--- src/rtl/watch_pkg.sv ---
// Shared types and helpers for the settable watch: FSM states, segment
// constants and the digit/hour conversion functions used by the display.
package watch_pkg;

    typedef enum logic [1:0] {
        RUN   = 2'd0,
        SET_H = 2'd1,
        SET_M = 2'd2
    } state_t;

    // Segment order is {g,f,e,d,c,b,a}, active-high.
    localparam logic [6:0] SEG_BLANK = 7'b0000000;
    localparam logic [6:0] SEG_ZERO  = 7'b0111111;

    // Standard decimal patterns; anything above 9 cannot occur and is blanked.
    function automatic logic [6:0] bcd_to_seg(input logic [3:0] d);
        logic [6:0] seg;
        case (d)
            4'd0:    seg = 7'b0111111;
            4'd1:    seg = 7'b0000110;
            4'd2:    seg = 7'b1011011;
            4'd3:    seg = 7'b1001111;
            4'd4:    seg = 7'b1100110;
            4'd5:    seg = 7'b1101101;
            4'd6:    seg = 7'b1111101;
            4'd7:    seg = 7'b0000111;
            4'd8:    seg = 7'b1111111;
            4'd9:    seg = 7'b1101111;
            default: seg = SEG_BLANK;
        endcase
        return seg;
    endfunction

    // Maps a BCD hour 00-23 to what the display shows. In 12-hour mode
    // midnight becomes 12 and the afternoon hours fold down to 01-11.
    function automatic logic [7:0] display_hour(input logic [7:0] hour_bcd,
                                                input logic       h12);
        logic [4:0] bin;
        logic [4:0] folded;
        logic [4:0] low;
        logic [7:0] result;
        bin    = {1'b0, hour_bcd[7:4]} * 5'd10 + {1'b0, hour_bcd[3:0]};
        folded = (bin == 5'd0)  ? 5'd12 :
                 (bin > 5'd12)  ? bin - 5'd12 : bin;
        low    = folded - 5'd10;
        if (!h12)
            result = hour_bcd;
        else if (folded >= 5'd10)
            result = {4'd1, low[3:0]};
        else
            result = {4'd0, folded[3:0]};
        return result;
    endfunction

endpackage

--- src/rtl/bcd_mod_counter.sv ---
// Two-digit BCD counter that wraps at MODULUS-1 back to 00. carry_out is
// high in the cycle an increment rolls the counter over, so chained fields
// all resolve on the same clock edge.
module bcd_mod_counter #(
    parameter int MODULUS = 60
) (
    input  logic       clk,
    input  logic       rst,
    input  logic       clear,
    input  logic       inc,
    output logic       carry_out,
    output logic [7:0] value
);

    localparam logic [3:0] MAX_TENS = 4'((MODULUS - 1) / 10);
    localparam logic [3:0] MAX_ONES = 4'((MODULUS - 1) % 10);

    logic [3:0] tens;
    logic [3:0] ones;

    assign carry_out = inc && (tens == MAX_TENS) && (ones == MAX_ONES);
    assign value     = {tens, ones};

    // Clear wins over increment; the ones digit rolls into tens at 9.
    always_ff @(posedge clk) begin
        if (rst || clear) begin
            tens <= 4'd0;
            ones <= 4'd0;
        end else if (inc) begin
            if (carry_out) begin
                tens <= 4'd0;
                ones <= 4'd0;
            end else if (ones == 4'd9) begin
                ones <= 4'd0;
                tens <= tens + 4'd1;
            end else begin
                ones <= ones + 4'd1;
            end
        end
    end

endmodule

--- src/rtl/settable_watch.sv ---
// 24-hour watch with set mode, blinking field during set, optional 12-hour
// presentation and a registered multiplexed 7-segment driver.
module settable_watch
    import watch_pkg::*;
#(
    parameter int CLK_HZ   = 50_000_000,
    parameter int SCAN_DIV = 10_000,
    parameter int DIGITS   = 6
) (
    input  logic              clk_i,
    input  logic              a_reset_i,
    input  logic              mode_i,
    input  logic              inc_i,
    input  logic              h12_i,
    output logic [6:0]        led_o,
    output logic [DIGITS-1:0] dig_o,
    output logic              sec_tick_o
);

    localparam int PW = (CLK_HZ > 1) ? $clog2(CLK_HZ) : 1;
    localparam int SW = (SCAN_DIV > 1) ? $clog2(SCAN_DIV) : 1;
    localparam logic [PW-1:0] PRESC_MAX  = PW'(CLK_HZ - 1);
    localparam logic [PW-1:0] PRESC_HALF = PW'(CLK_HZ / 2);
    localparam logic [SW-1:0] SCAN_MAX   = SW'(SCAN_DIV - 1);
    localparam logic [2:0]    IDX_MAX    = 3'(DIGITS - 1);
    // A 4-digit display skips the seconds, so its index 0 is minute ones.
    localparam logic [2:0]    POS_OFS    = (DIGITS == 4) ? 3'd2 : 3'd0;

    state_t        state;
    logic [PW-1:0] presc;
    logic          mode_prev;
    logic          inc_prev;
    logic [SW-1:0] scan;
    logic [2:0]    dig_idx;

    logic          mode_edge;
    logic          inc_edge;
    logic          tick;
    logic          sec_carry;
    logic          min_carry;
    logic          unused_day_carry;
    logic [7:0]    sec_val;
    logic [7:0]    min_val;
    logic [7:0]    hour_val;

    logic [7:0]    disp_hour;
    logic [2:0]    pos;
    logic [3:0]    digit;
    logic          blank;

    // A mode press in the same cycle as an increment press swallows the
    // increment, and in RUN it also swallows that cycle's second tick.
    assign mode_edge = mode_i & ~mode_prev;
    assign inc_edge  = inc_i & ~inc_prev & ~mode_edge;
    assign tick      = (presc == PRESC_MAX) && (state == RUN) && !mode_edge;

    bcd_mod_counter #(.MODULUS(60)) u_sec (
        .clk       (clk_i),
        .rst       (a_reset_i),
        .clear     (state == RUN && mode_edge),
        .inc       (tick),
        .carry_out (sec_carry),
        .value     (sec_val)
    );

    bcd_mod_counter #(.MODULUS(60)) u_min (
        .clk       (clk_i),
        .rst       (a_reset_i),
        .clear     (1'b0),
        .inc       ((tick && sec_carry) || (state == SET_M && inc_edge)),
        .carry_out (min_carry),
        .value     (min_val)
    );

    bcd_mod_counter #(.MODULUS(24)) u_hour (
        .clk       (clk_i),
        .rst       (a_reset_i),
        .clear     (1'b0),
        .inc       ((tick && sec_carry && min_carry) || (state == SET_H && inc_edge)),
        .carry_out (unused_day_carry),
        .value     (hour_val)
    );

    // Mode FSM, prescaler, button history and the registered second tick.
    // Button history loads the live level during reset so a button held
    // through reset release is not mistaken for a fresh press.
    always_ff @(posedge clk_i) begin
        if (a_reset_i) begin
            state      <= RUN;
            presc      <= '0;
            sec_tick_o <= 1'b0;
            mode_prev  <= mode_i;
            inc_prev   <= inc_i;
        end else begin
            mode_prev  <= mode_i;
            inc_prev   <= inc_i;
            sec_tick_o <= tick;
            if (presc == PRESC_MAX)
                presc <= '0;
            else
                presc <= presc + 1'b1;
            if (mode_edge) begin
                case (state)
                    RUN: begin
                        state <= SET_H;
                        presc <= '0;
                    end
                    SET_H: state <= SET_M;
                    SET_M: begin
                        state <= RUN;
                        presc <= '0;
                    end
                    default: state <= RUN;
                endcase
            end
        end
    end

    // Chooses the digit under the current scan index and decides whether
    // the field being edited is in the dark half of its blink period.
    always_comb begin
        disp_hour = display_hour(hour_val, h12_i);
        pos       = dig_idx + POS_OFS;
        digit     = 4'd0;
        case (pos)
            3'd0:    digit = sec_val[3:0];
            3'd1:    digit = sec_val[7:4];
            3'd2:    digit = min_val[3:0];
            3'd3:    digit = min_val[7:4];
            3'd4:    digit = disp_hour[3:0];
            3'd5:    digit = disp_hour[7:4];
            default: digit = 4'd0;
        endcase
        blank = (presc >= PRESC_HALF) &&
                ((state == SET_H && pos >= 3'd4) ||
                 (state == SET_M && (pos == 3'd2 || pos == 3'd3)));
    end

    // Scan timing and the output registers; dig_o and led_o are loaded from
    // the same index on the same edge so they can never disagree.
    always_ff @(posedge clk_i) begin
        if (a_reset_i) begin
            scan    <= '0;
            dig_idx <= 3'd0;
            dig_o   <= DIGITS'(1);
            led_o   <= SEG_ZERO;
        end else begin
            dig_o <= DIGITS'(1) << dig_idx;
            led_o <= blank ? SEG_BLANK : bcd_to_seg(digit);
            if (scan == SCAN_MAX) begin
                scan    <= '0;
                dig_idx <= (dig_idx == IDX_MAX) ? 3'd0 : dig_idx + 3'd1;
            end else begin
                scan <= scan + 1'b1;
            end
        end
    end

endmodule
--- config.mk ---
export PLATFORM = sky130hd
export DESIGN_NAME = settable_watch
export DESIGN_NICKNAME = d
export VERILOG_FILES = /design/src/rtl/watch_pkg.sv /design/src/rtl/bcd_mod_counter.sv /design/src/rtl/settable_watch.sv
export SDC_FILE = /design/constraint.sdc
export NUM_CORES = 1
export LEC_CHECK = 0
export CAP_MARGIN = 20
export CORE_MARGIN = 3
export CORE_UTILIZATION = 50
export CTS_CLUSTER_DIAMETER = 80
export DETAILED_ROUTE_END_ITERATION = 12
export PLACE_DENSITY = 0.68
export SKIP_CTS_REPAIR_TIMING = 1
export SYNTH_ARGS = -nofsm -noshare
export SYNTH_HDL_FRONTEND = slang
export SYNTH_SLANG_ARGS = --single-unit
--- constraint.sdc ---
create_clock -name clk_i -period 4.2 [get_ports clk_i]
set_clock_uncertainty 0.2 [all_clocks]
set_input_delay 0.84 -clock clk_i [delete_from_list [all_inputs] [get_ports clk_i]]
set_output_delay 0.84 -clock clk_i [all_outputs]
set_load 0.005 [all_outputs]
==> results of run 1 <==
cells by family after synthesis:
logic type / synth area share (%)
xor gates and xnor gates: 8.94
adders and majority gates: 8.67
DFF: 37.3
muxes: 1.87
buffers and inverters: 3.98
AOI/OAI and AO/OA: 12.3
and+or+nand+nor: 26.9
per-stage QoR:
stage | hold WS [ns] | setup TNS [ns] | setup slack [ns]
final | 0.266 | 0 | 0.306
after global routing | 0.296 | -0.000265 | -0.000265
after CTS | 0.271 | -0.0752 | -0.0354
after detailed placement | 0.251 | -0.0347 | -0.0154
after global placement | 0.244 | 0 | 0.224
after floorplan | 0.230 | 0 | 0.449
registers in the layout (all words and copies together), names as in the netlist:
name,count
dig_idx,3
u_hour.tens,4
u_min.ones,4
mode_prev,1
inc_prev,1
sec_tick_o,1
u_sec.ones,4
u_sec.tens,4
u_hour.ones,4
u_min.tens,4
led_o,7
presc,26
dig_o,6
state,2
scan,14
report_power, final:
part,switching [mW],leakage (nW),total [mW],internal (mW)
sequential,0.00659,0.687,0.818,0.812
clock,0.297,0.104,0.590,0.293
combinational,0.0284,1.14,0.0453,0.0169
total,0.332,1.93,1.45,1.12
layout make-up:
| type | instances | share of cell area, % |
|---|---|---|
| Sequential cell | 85 | 33.4 |
| Inverter | 28 | 2.06 |
| Timing Repair Buffer | 25 | 4.57 |
| Clock buffer | 11 | 2.78 |
| Multi-Input combinational cell | 404 | 53.4 |
| Clock inverter | 5 | 1.13 |
| Tap cell | 108 | 2.65 |
Yosys cell counts (4+ instances only):
library cell / instances
sky130_fd_sc_hd__mux2i_1: 7
sky130_fd_sc_hd__nand2b_1: 6
sky130_fd_sc_hd__nor2b_1: 5
sky130_fd_sc_hd__o21ai_1: 4
sky130_fd_sc_hd__a21oi_1: 31
sky130_fd_sc_hd__nor2_1: 86
sky130_fd_sc_hd__nor4_1: 6
sky130_fd_sc_hd__and3_1: 8
sky130_fd_sc_hd__or3_1: 5
sky130_fd_sc_hd__clkbuf_1: 10
sky130_fd_sc_hd__xnor2_1: 19
sky130_fd_sc_hd__nand4_1: 12
sky130_fd_sc_hd__ha_1: 30
sky130_fd_sc_hd__nand2_1: 32
sky130_fd_sc_hd__dfxtp_1: 85
sky130_fd_sc_hd__o21ai_0: 17
sky130_fd_sc_hd__and2_1: 5
sky130_fd_sc_hd__xor2_1: 25
sky130_fd_sc_hd__a222oi_1: 4
sky130_fd_sc_hd__inv_1: 27
sky130_fd_sc_hd__nand3_1: 22
sky130_fd_sc_hd__nor3_1: 17
worst register-to-register path, stage by stage, from the launching register on:
cell	delay, ns
sky130_fd_sc_hd__dfxtp_1	0.42
sky130_fd_sc_hd__ha_1	0.27
sky130_fd_sc_hd__ha_1	0.37
sky130_fd_sc_hd__xnor2_4	0.26
sky130_fd_sc_hd__inv_1	0.07
sky130_fd_sc_hd__ha_1	0.24
sky130_fd_sc_hd__a21oi_1	0.14
sky130_fd_sc_hd__o21ai_0	0.09
sky130_fd_sc_hd__a21oi_1	0.22
sky130_fd_sc_hd__ha_1	0.24
sky130_fd_sc_hd__o41ai_2	0.09
sky130_fd_sc_hd__a21boi_2	0.25
sky130_fd_sc_hd__mux2_4	0.35
sky130_fd_sc_hd__a2bb2oi_4	0.19
sky130_fd_sc_hd__a311oi_1	0.29
sky130_fd_sc_hd__o21bai_1	0.10
final timing paths:
check | start | slack (ns) | to
worst max-delay path | u_hour.tens[2]$_SDFFE_PP0P_ | 0.31 | led_o[4]$_SDFF_PP1_
worst max register to register | u_hour.tens[2]$_SDFFE_PP0P_ | 0.31 | led_o[4]$_SDFF_PP1_
worst min-delay path | scan[0]$_SDFF_PP0_ | 0.27 | scan[0]$_SDFF_PP0_
worst min register to register | scan[0]$_SDFF_PP0_ | 0.27 | scan[0]$_SDFF_PP0_
per-layer routing:
| metal | GRT usage (%) | routed length, um |
|---|---|---|
| met5 | 0 | 0 |
| met4 | 5.21 | 63 |
| met3 | 4.06 | 227 |
| met2 | 29.6 | 4240 |
| met1 | 26.1 | 4530 |
==> results list, run 1 <==
- Result of the run: complete, no violations
* Detail-routed net length per standard cell: between 10 and 15 um
* Filler cell count in the final layout: between 800 and 900
* Post-synthesis sequential element count: 85
- Of all flip-flops after synthesis, the portion carrying an async set or reset was 0%.
* Synthesized net count: 568
* Non-Filler Instances: between 600 and 700
* Total stage count of the critical path: 15
* Routed Antenna Nets: 0
* Buffers on Ports: 18
- Data arrival time at the worst-slack endpoint: around 3.9 ns
- TritonCTS built the clock tree.
- Type of the worst setup path: reg2reg
- Data on the critical path is required at its endpoint by roughly 4.3 ns.
* Clock buffer depth: 2
* Top area cells in the synthesized netlist: sky130_fd_sc_hd__dfxtp_1, sky130_fd_sc_hd__ha_1, sky130_fd_sc_hd__nor2_1
- Crit path buffers/inverters: 1
- Via count: 3,683
- Clock buffers created by TritonCTS: 9
* Vias per cell: 5.53
- Clock insertion delay at the later pin of the skew report: ~0.35 ns
- Max-slew headroom at the worst pin: a little over two fifths
* Commonest non-fill, non-tap cells in the layout: sky130_fd_sc_hd__nor2_1, sky130_fd_sc_hd__dfxtp_1, sky130_fd_sc_hd__nand2_1, sky130_fd_sc_hd__a21oi_1, sky130_fd_sc_hd__ha_1
- Cells fill 57.8% of the core in the end.
- Pin count of the biggest net entering global routing: 38
- Area used by multi-input combinational logic: around 2700 um2
- The worst setup path is captured at a flop.
* First-pass GRT wire length: 15,900 um
- The average instance in the mapped netlist occupies around 8.6 um2.
* Die Wd: ~100 um
* Count of pins on the block boundary: 19
- In this run the worst path has a maximum fanout of 12.
- Max Slew Vio Count: 0
- After layout, the minimum clock period comes to 3.89 ns.
- Summing the sequential cell areas from Yosys gives between 30 and 40% of the chip area.
- For the pin with the worst max-slew slack, the measured transition is around 0.85 ns.
- Top cell type's share of synthesized area: a little under two fifths
* Final Net Count: 589
- STA classifies the critical path startpoint as a flop.
- Area used by sequential logic in the layout: between 1500 and 2000 um2
* Total Power: approximately 1.5 mW
* Die span in y: 102 um
- The tool flagged a number of max-cap violations equal to 0.
- Among the stages of the critical path, the cell type that occurs most often is sky130_fd_sc_hd__ha_1.
- Synthesis produced a netlist whose cell count is between 500 and 600.
* Tcrit/Tclk final: between 90% and 100%
- The HPWL after detailed placement is ~6600 um.
* Share of final-layout standard cells stronger than drive strength 1: roughly 7.9%
* DRT Wirelength: roughly 9100 um
- Leaving out fill and tap cells, the most frequent cell in the layout is sky130_fd_sc_hd__nor2_1.
* H-tree levels: 3
- Detailed-route DRC error count: 0
- Peak clock frequency supported by timing: 257 MHz
- After detailed placement, the design holds a cell count of about 650.
- The number of antenna violations at the first check in global routing is 0.
* Final count of hold timing violations: 0
- Leakage Power: roughly 1.9 nW
- Hold Path Cell Cnt: 1
* Library cell used as clock root buffer: sky130_fd_sc_hd__clkbuf_8
- Number of distinct library cells after synthesis: between 70 and 80
- The area growth from synthesis to layout is 11.6%.
- Across every metal layer, demand over resource in global routing totals a little under a fifth.
* Clock transition at the registers of the reported paths: 0.08 ns
* Pwr per Cell Area: about 290 nW/um2
- Most area-hungry cell type in the Yosys netlist: sky130_fd_sc_hd__dfxtp_1
- Final RePlAce weighted congestion: 0.800
- In this run, the number of DRC markers left after iteration 0 of detailed routing was between 100 and 150.
- Number of cell instances on the worst register-to-register path: 15
- Area of placed instances: between 4000 and 5000 um2
* Area of the mapped netlist: 4560 um2
* Initial Utilization: between 50 and 60%
* Die area: 10,300 um2
* Remaining Overflow, GRT: 0
- Largest voltage drop on the vdd net: just under 0.2 mV
- The clock drives 85 sinks.
- CP Cell Sequence: ha_1 > ha_1 > xnor2_4 > inv_1 > ha_1 > a21oi_1 > o21ai_0 > a21oi_1 > ha_1 > o41ai_2 > a21boi_2 > mux2_4 > a2bb2oi_4 > a311oi_1 > o21bai_1
- Number of diodes added for antenna fixing: 0
- On the critical path, the stage with the largest delay is an instance of sky130_fd_sc_hd__dfxtp_1.
* Number of enable-type register cells in the synthesized netlist: 0
- Worst min-delay path category: reg2reg
- The number of global-route vias before repair is 3,392.
- Setup violations remaining at the end of the flow were counted as 0.
* Core outline area: between 8000 and 9000 um2
- Yosys printed 0 warnings.
- Critical Path Max Stage Delay: between 0.4 and 0.5 ns
* Top delay family on crit path: compound AO/OA/AOI/OAI gates
- Cell row count: 34
* Predominant post-synthesis flop cell: sky130_fd_sc_hd__dfxtp_1
- Number of detailed-route iterations in the first pass: 4
- With fillers left out, the area of the finished cells amounts to between 5000 and 6000 um2.
(Power assumes the default switching activity.)
==> run 2: changes to the inputs <==
ABC_AREA = 0   (was unset)
==> results of run 2 <==
The final DEF is identical to that of run 1; final timing and power are the same.
